===== src/rtl/mem_arbiter.sv =====
// Shares one AXI4-Lite master between the fetch (read-only) and data (read/write) native ports.
// Define MEM_ARB_RR_EN for round-robin arbitration; default is fixed data-over-fetch priority.
module mem_arbiter #(
    parameter int ADDR_WIDTH = 32,
    parameter int DATA_WIDTH = 32
) (
    input  logic                    clk,
    input  logic                    rstn,
    input  logic                    i_req,
    input  logic [ADDR_WIDTH-1:0]   i_addr,
    output logic [DATA_WIDTH-1:0]   i_rdata,
    output logic                    i_done,
    input  logic                    d_req,
    input  logic                    d_we,
    input  logic [ADDR_WIDTH-1:0]   d_addr,
    input  logic [DATA_WIDTH-1:0]   d_wdata,
    input  logic [DATA_WIDTH/8-1:0] d_wstrb,
    output logic [DATA_WIDTH-1:0]   d_rdata,
    output logic                    d_done,
    output logic [ADDR_WIDTH-1:0]   axi_araddr,
    output logic                    axi_arvalid,
    input  logic                    axi_arready,
    input  logic [DATA_WIDTH-1:0]   axi_rdata,
    input  logic [1:0]              axi_rresp,
    input  logic                    axi_rvalid,
    output logic                    axi_rready,
    output logic [ADDR_WIDTH-1:0]   axi_awaddr,
    output logic                    axi_awvalid,
    input  logic                    axi_awready,
    output logic [DATA_WIDTH-1:0]   axi_wdata,
    output logic [DATA_WIDTH/8-1:0] axi_wstrb,
    output logic                    axi_wvalid,
    input  logic                    axi_wready,
    input  logic [1:0]              axi_bresp,
    input  logic                    axi_bvalid,
    output logic                    axi_bready
);

    typedef enum logic [2:0] {IDLE, AR, R, W, B} state_t;

    state_t state;
    logic   owner_i;
    logic   aw_ok, w_ok;
    logic   d_elig, i_elig, grant_d, grant_i;
    logic   aw_hs, w_hs;
    logic   unused_resp;

    // Error responses complete a transaction like OKAY does.
    assign unused_resp = ^{axi_rresp, axi_bresp};

    assign aw_hs = axi_awvalid && axi_awready;
    assign w_hs  = axi_wvalid && axi_wready;

`ifdef MEM_ARB_RR_EN
    logic last_win;  // 0 = data won the previous grant

    always_ff @(posedge clk or negedge rstn) begin
        if (!rstn)
            last_win <= 1'b0;
        else if (state == IDLE && (grant_d || grant_i))
            last_win <= grant_i;
    end
`endif

    // A port whose done is high is still holding req for the finished transfer.
    always_comb begin
        d_elig  = d_req && !d_done;
        i_elig  = i_req && !i_done;
        grant_d = 1'b0;
        grant_i = 1'b0;
`ifdef MEM_ARB_RR_EN
        if (d_elig && i_elig) begin
            grant_i = (last_win == 1'b0);
            grant_d = !grant_i;
        end else begin
            grant_d = d_elig;
            grant_i = i_elig;
        end
`else
        grant_d = d_elig;
        grant_i = i_elig && !d_elig;
`endif
    end

    always_ff @(posedge clk or negedge rstn) begin
        if (!rstn) begin
            state       <= IDLE;
            owner_i     <= 1'b0;
            aw_ok       <= 1'b0;
            w_ok        <= 1'b0;
            i_rdata     <= '0;
            i_done      <= 1'b0;
            d_rdata     <= '0;
            d_done      <= 1'b0;
            axi_araddr  <= '0;
            axi_arvalid <= 1'b0;
            axi_rready  <= 1'b0;
            axi_awaddr  <= '0;
            axi_awvalid <= 1'b0;
            axi_wdata   <= '0;
            axi_wstrb   <= '0;
            axi_wvalid  <= 1'b0;
            axi_bready  <= 1'b0;
        end else begin
            i_done <= 1'b0;
            d_done <= 1'b0;
            case (state)
                IDLE: begin
                    if (grant_d) begin
                        owner_i <= 1'b0;
                        if (d_we) begin
                            axi_awaddr  <= d_addr;
                            axi_wdata   <= d_wdata;
                            axi_wstrb   <= d_wstrb;
                            axi_awvalid <= 1'b1;
                            axi_wvalid  <= 1'b1;
                            state       <= W;
                        end else begin
                            axi_araddr  <= d_addr;
                            axi_arvalid <= 1'b1;
                            state       <= AR;
                        end
                    end else if (grant_i) begin
                        owner_i     <= 1'b1;
                        axi_araddr  <= i_addr;
                        axi_arvalid <= 1'b1;
                        state       <= AR;
                    end
                end
                AR: begin
                    if (axi_arready) begin
                        axi_arvalid <= 1'b0;
                        axi_rready  <= 1'b1;
                        state       <= R;
                    end
                end
                R: begin
                    if (axi_rvalid) begin
                        axi_rready <= 1'b0;
                        if (owner_i) begin
                            i_rdata <= axi_rdata;
                            i_done  <= 1'b1;
                        end else begin
                            d_rdata <= axi_rdata;
                            d_done  <= 1'b1;
                        end
                        state <= IDLE;
                    end
                end
                W: begin
                    if (aw_hs) begin
                        axi_awvalid <= 1'b0;
                        aw_ok       <= 1'b1;
                    end
                    if (w_hs) begin
                        axi_wvalid <= 1'b0;
                        w_ok       <= 1'b1;
                    end
                    // Clear comes last so it overrides a same-cycle flag set.
                    if ((aw_ok || aw_hs) && (w_ok || w_hs)) begin
                        aw_ok      <= 1'b0;
                        w_ok       <= 1'b0;
                        axi_bready <= 1'b1;
                        state      <= B;
                    end
                end
                B: begin
                    if (axi_bvalid) begin
                        axi_bready <= 1'b0;
                        if (owner_i)
                            i_done <= 1'b1;
                        else
                            d_done <= 1'b1;
                        state <= IDLE;
                    end
                end
                default: state <= IDLE;
            endcase
        end
    end

endmodule

===== config.mk =====
export PLATFORM = sky130hd
export DESIGN_NAME = mem_arbiter
export DESIGN_NICKNAME = d
export VERILOG_FILES = /design/src/rtl/mem_arbiter.sv
export SDC_FILE = /design/constraint.sdc
export NUM_CORES = 1
export LEC_CHECK = 0
export CORE_UTILIZATION = 40
export CTS_CLUSTER_DIAMETER = 30
export CTS_CLUSTER_SIZE = 12
export DETAILED_ROUTE_END_ITERATION = 8
export MAX_ROUTING_LAYER = met4
export PLACE_DENSITY_LB_ADDON = 0.15
export SETUP_SLACK_MARGIN = 0.15
export SLEW_MARGIN = 10
export SYNTH_ARGS = -nofsm -noshare
export SYNTH_HDL_FRONTEND = slang
export SYNTH_SLANG_ARGS = --single-unit
export TNS_END_PERCENT = 100

===== constraint.sdc =====
create_clock -name clk -period 1.7 [get_ports clk]
set_input_delay 0.17 -clock clk [delete_from_list [all_inputs] [get_ports clk]]
set_output_delay 0.17 -clock clk [all_outputs]
set_load 0.005 [all_outputs]

==> flow_summary.json, run 1 <==
{
  "status": "finished clean",
  "synthFlopType": "dfrtp_1",
  "drive_gt1_share_pct": 32.7,
  "portBuffers": 312,
  "clk_pin_slew_ns": 0.07,
  "vdd_drop_max_uv": 580,
  "finalNetCount": 961,
  "placedCellCount": 1036,
  "clk_latency_ns": 0.43,
  "synth_edf_count": 0,
  "setup_viol": 0,
  "cp_max_fo": 7,
  "wl_per_cell_um": 19.7,
  "num-fill-cells": 1460,
  "grt_max_degree": 57,
  "gp_congestion": 0.815,
  "syn_inst": 455,
  "viasPerCell": 4.78,
  "tns_ns": 0,
  "synth_top_area_cell": "dfrtp_1",
  "io_pins": 317,
  "synth.area.top_cells": "dfrtp_1 56%, mux2_4 30%, mux2_1 3.1%",
  "avgSynthCellArea_um2": 17.5,
  "required_ns": 2.01,
  "synth_fp_nets": 601,
  "cts.sinks": 177,
  "dieWidth_um": 143,
  "totalWireLength_um": 21500,
  "leakage_nw": 5.85,
  "hold_violations": 0,
  "h-tree-depth": 4,
  "period_needed_ns": 1.67,
  "p_total_mw": 8.67,
  "finalClockSkew_ns": 0.00979,
  "coreArea_um2": 19500,
  "grt_pass1_vias": 5685,
  "ys_seq_elements": 177,
  "hpwl_um": 15100,
  "drv_slew": 0,
  "num_antenna_cells": 0,
  "fin_cells": 1091,
  "cts_buffers": 17,
  "regArea_um2": 4430,
  "synth_area_um2": 7970,
  "vias": 5220,
  "final_antenna_net_count": 0,
  "fmaxAchievable_mhz": 598,
  "area_growth_pct": 57.2,
  "ys_async_sr_fraction_pct": 100,
  "cts_tree": "done",
  "post-route-period-util_pct": 98.4,
  "start_util_pct": 40.8,
  "hold_path_class": "in2async",
  "yosys_warnings": 0,
  "slew-limit-headroom_pct": 70.9,
  "startpoint_type": "flip-flop",
  "drt_iter0_drc": 155,
  "dieArea_um2": 20500,
  "drtPass1Iterations": 4,
  "grt_pass1_wl_um": 31900,
  "multi_input_area_um2": 3210,
  "powerDensity_nw_per_um2": 692,
  "worst_pin_slew_ns": 0.436,
  "synth.top_cell.area_share_pct": 55.6,
  "clk_path_buf_depth": 2,
  "crit_arrival_ns": 1.99,
  "root_buffer": "clkbuf_16",
  "critPathCaptureType": "flip-flop",
  "ys_seq_area_share_pct": 55.6,
  "worstSetupPathType": "reg2reg",
  "remaining_drc_errors": 0,
  "maxCapViolations": 0,
  "grt.overflow.total": 0,
  "synth_cell_types": 39,
  "antenna_found_initial": 0,
  "die_h_um": 143,
  "timing.hold.ws_ns": 0.141,
  "grt_setup_unrepaired": "yes",
  "rows": 51,
  "globalRouteTotalUtil_pct": 21.6
}
[cells in the mapped netlist, types with 4 or more instances]
library cell	n
mux2_2	17
buf_12	11
inv_1	6
buf_4	4
o21ai_0	5
dfrtp_1	177
a21oi_1	4
mux2_1	22
buf_6	4
nand2_1	4
buf_8	4
mux2_4	157
[layer usage]
| layer | routed length (um) | global-route usage [%] | vias up | share of wire [%] |
|---|---|---|---|---|
| met1 | 8820 | 24.8 | 2669 | 41 |
| met4 | 454 | 7.92 | 0 | 2.1 |
| met5 | 0 | - | - | 0 |
| met2 | 10900 | 35.7 | 190 | 51 |
| met3 | 1340 | 6.10 | 30 | 6.2 |
| li1 | - | - | 2331 | - |
[what timing repair did]
| action | in CTS | in global routing |
|---|---|---|
| pin swaps | 3 | 5 |
| setup buffers | 8 | 4 |
| endpoints found under the setup margin | 168 | 172 |
| gates resized for setup | 14 | 26 |
| hold buffers | 1 | 0 |
| cloned | 5 | 7 |
| hold endpoints to repair | 177 | 0 |
[final cells by class]
cell class / instances / area share [%]
repair buffers: 367 / 31.6
flip-flops and latches: 177 / 35.4
multi-input cells: 246 / 25.6
well taps: 265 / 2.65
clock inverters: 11 / 1.05
clock buffers: 19 / 3.54
inverters: 6 / 0.180
[registers in the layout, summed over array words and instances (netlist names), 3 cells and up]
register	count
axi_araddr	32
axi_awaddr	32
axi_wdata	32
axi_wstrb	4
d_rdata	32
i_rdata	32
state	3
[placed cells by master (no fill, tap or decap), types with 2 or more instances in the layout]
master	synthesis	layout
a31oi_1	3	3
o21ai_0	5	5
buf_6	4	5
mux2_4	157	161
clkinv_4	0	2
bufinv_16	0	2
inv_1	6	6
buf_4	4	24
clkinvlp_4	0	3
and2_1	2	2
buf_16	0	6
dlymetal6s2s_1	0	7
clkbuf_16	0	24
nand2_1	4	4
nor2_1	3	3
dfrtp_1	177	175
mux2_2	17	13
dfrtp_2	0	2
mux2_1	22	22
nor2b_1	3	2
a21o_1	2	2
buf_12	11	10
a21oi_1	4	4
nand3b_1	3	3
inv_6	0	3
clkdlybuf4s50_1	0	303
buf_8	4	3
[critical path, cell delays in order (launching register included)]
cell and delay [ns]:
dfrtp_2 0.45, nor3_4 0.21, and3_4 0.29, buf_6 0.15, clkbuf_16 0.16, mux2_4 0.29
[through the flow]
step | area (um^2) | utilization [%] | worst slack, ns
6_report | 12500 | 64.2 | 0.0275
5_1_grt | 12500 | 64.2 | -0.0272
4_1_cts | 12200 | 62.6 | 0.0186
3_5_place_dp | 11400 | 58.4 | -0.240
3_3_place_gp | 11400 | 58.4 | -0.199
2_1_floorplan | 7970 | - | 0.115
[kinds of logic (layout without fill, tap and decap cells)]
logic type,after synthesis,in the layout,synth area share [%]
flip-flops,177,177,55.6
AND/OR/NAND/NOR,27,27,2.45
AO/OA/AOI/OAI,23,23,1.99
buffers and inverters,32,403,4.93
multiplexers,196,196,35.1
[worst paths after layout]
check | startpoint | to | slack [ns] | depth (start not counted)
max | state[2] | axi_wdata[15] | 0.03 | 5
max reg2reg | state[2] | axi_wdata[15] | 0.03 | 5
max in group asynchronous | rstn | d_rdata[1] | 0.93 | 3
min reg2reg | axi_araddr[28] | axi_araddr[28] | 0.51 | 1
min in group clk | d_wdata[29] | axi_wdata[29] | 0.35 | 2
min | rstn | axi_awaddr[21] | 0.14 | 2
[power by group]
group / internal [mW] / switching (mW)
registers: 4.21 / 0
logic: 0.371 / 0.210
clock network: 2.20 / 1.68
No activity file was read; power rests on OpenSTA's default activity.
==> inputs of run 2 (changes only) <==
==> constraint.sdc (replaced) <==
create_clock -name clk -period 2.07 [get_ports clk]
set_input_delay 0.207 -clock clk [delete_from_list [all_inputs] [get_ports clk]]
set_output_delay 0.207 -clock clk [all_outputs]
set_load 0.005 [all_outputs]
==> run 2 against run 1 <==
Compared with the run above: total power decreased by 17%; worst setup slack gained 0.24 ns; combinational power decreased by 20%; clock power decreased by 16%; global-route usage is 1.7 points lower; critical endpoint is now d_rdata[0]; largest cell class unchanged.
==> flow_summary.json, run 2 (synthesized netlist as in run 1, its figures left out) <==
{
  "hpwl_um": 14100,
  "layout_common_cells": "311 x clkdlybuf4s50_1, 177 x dfrtp_1, 157 x mux2_4",
  "drive_gt1_share_pct": 29.7,
  "cpMaxStageDelayCell": "dfrtp_1",
  "finalClockSkew_ns": 0.0140,
  "status": "finished clean",
  "powerDensity_nw_per_um2": 600,
  "fin_cells": 1061,
  "dp_slack_ns": 0.0735,
  "viasPerCell": 4.74,
  "grt_setup_unrepaired": "no",
  "slew-limit-headroom_pct": 70.8,
  "fin_util_pct": 61.3,
  "maxCapViolations": 0,
  "path_buf_inv": 1,
  "clk_pin_slew_ns": 0.07,
  "cts_hold_buf": 1,
  "start_util_pct": 40.8,
  "tns_ns": 0,
  "final_common_cell": "clkdlybuf4s50_1",
  "cts.sinks": 177,
  "dieArea_um2": 20500,
  "period_needed_ns": 1.80,
  "coreArea_um2": 19500,
  "wl_per_cell_um": 18.4,
  "cts_buffers": 17,
  "fin_ws_ns": 0.268,
  "die_h_um": 143,
  "crit_arrival_ns": 2.11,
  "drt_iter0_drc": 192,
  "hold_path_class": "in2async",
  "clk_path_buf_depth": 2,
  "vdd_drop_max_uv": 527,
  "post-route-period-util_pct": 87.1,
  "fmaxAchievable_mhz": 555,
  "drtPass1Iterations": 4,
  "grt_pass1_vias": 5466,
  "crit_chain": "nor4bb_4 -> and2_4 -> buf_12 -> mux2_2",
  "dieWidth_um": 143,
  "cts_tree": "done",
  "grt_pass1_wl_um": 30100,
  "portBuffers": 312,
  "drv_slew": 0,
  "cts_resized": 0,
  "area_growth_pct": 50.2,
  "root_buffer": "clkbuf_16",
  "setup_viol": 0,
  "leakage_nw": 5.45,
  "remaining_drc_errors": 0,
  "grt.overflow.total": 0,
  "critPathCaptureType": "flip-flop",
  "io_pins": 317,
  "h-tree-depth": 4,
  "final_antenna_net_count": 0,
  "timing.hold.ws_ns": 0.269,
  "cp_top_family": "flip-flops",
  "clk_latency_ns": 0.43,
  "worstSetupPathType": "reg2reg",
  "globalRouteTotalUtil_pct": 19.9,
  "post_cts_buffers": 0,
  "worst_pin_slew_ns": 0.437,
  "rows": 51,
  "cp_max_fo": 15,
  "vias": 5030,
  "gp_congestion": 0.746,
  "required_ns": 2.37,
  "startpoint_type": "flip-flop",
  "hold_violations": 0,
  "finalNetCount": 928,
  "cpPeakStageDelay_ns": 0.58,
  "grt_max_degree": 45,
  "placedCellCount": 1027,
  "totalWireLength_um": 19600,
  "antenna_found_initial": 1
}
## run 2: final cells by class
class | count | area [um^2]
fill | 1546 | 7550
timing repair buffer | 334 | 3440
inverter | 6 | 22.5
multi-input combinational | 246 | 3150
tap | 265 | 332
clock buffer | 19 | 453
clock inverter | 13 | 139
antenna | 1 | 2.50
sequential | 177 | 4430
## run 2: routing by layer
metal	global-route usage [%]	vias to the layer above	wire length (um)	part of all wire (%)
li1	-	2278	-	-
met5	-	-	0	0
met4	7.07	0	358	1.8
met2	32.3	192	9610	49
met1	23.4	2535	8160	42
met3	5.70	25	1430	7.3
## run 2: worst register-to-register path, delay by kind of cell (launching register included)
family                 cells  cell delay, ns
buffers and inverters      1            0.18
flip-flops                 1            0.58
multiplexers               1            0.37
AND/OR/NAND/NOR            2            0.55
## run 2: final timing paths
path                              from             to  slack (ns)  cells after the start
max in group asynchronous         rstn  axi_awaddr[6]        1.15                      3
setup / recovery              state[1]     d_rdata[0]        0.27                      4
hold reg to reg            i_rdata[17]    i_rdata[17]        0.51                      1
setup reg to reg              state[1]     d_rdata[0]        0.27                      4
hold / removal                    rstn  axi_wdata[10]        0.27                      2
min in group clk            d_wdata[1]   axi_wdata[1]        0.39                      2
## run 2: power breakdown
part	internal, mW	total [mW]	switching (mW)
clock	1.77	3.26	1.49
sequential	3.46	3.46	0
combinational	0.299	0.463	0.164
## run 2: through the flow
step | cell area (um^2) | power [mW]
after floorplan | 7970 | 3.60
after global placement | 11400 | 3.98
after detailed placement | 11400 | 3.99
after CTS | 12000 | 7.27
after global routing | 12000 | 7.44
final | 12000 | 7.18
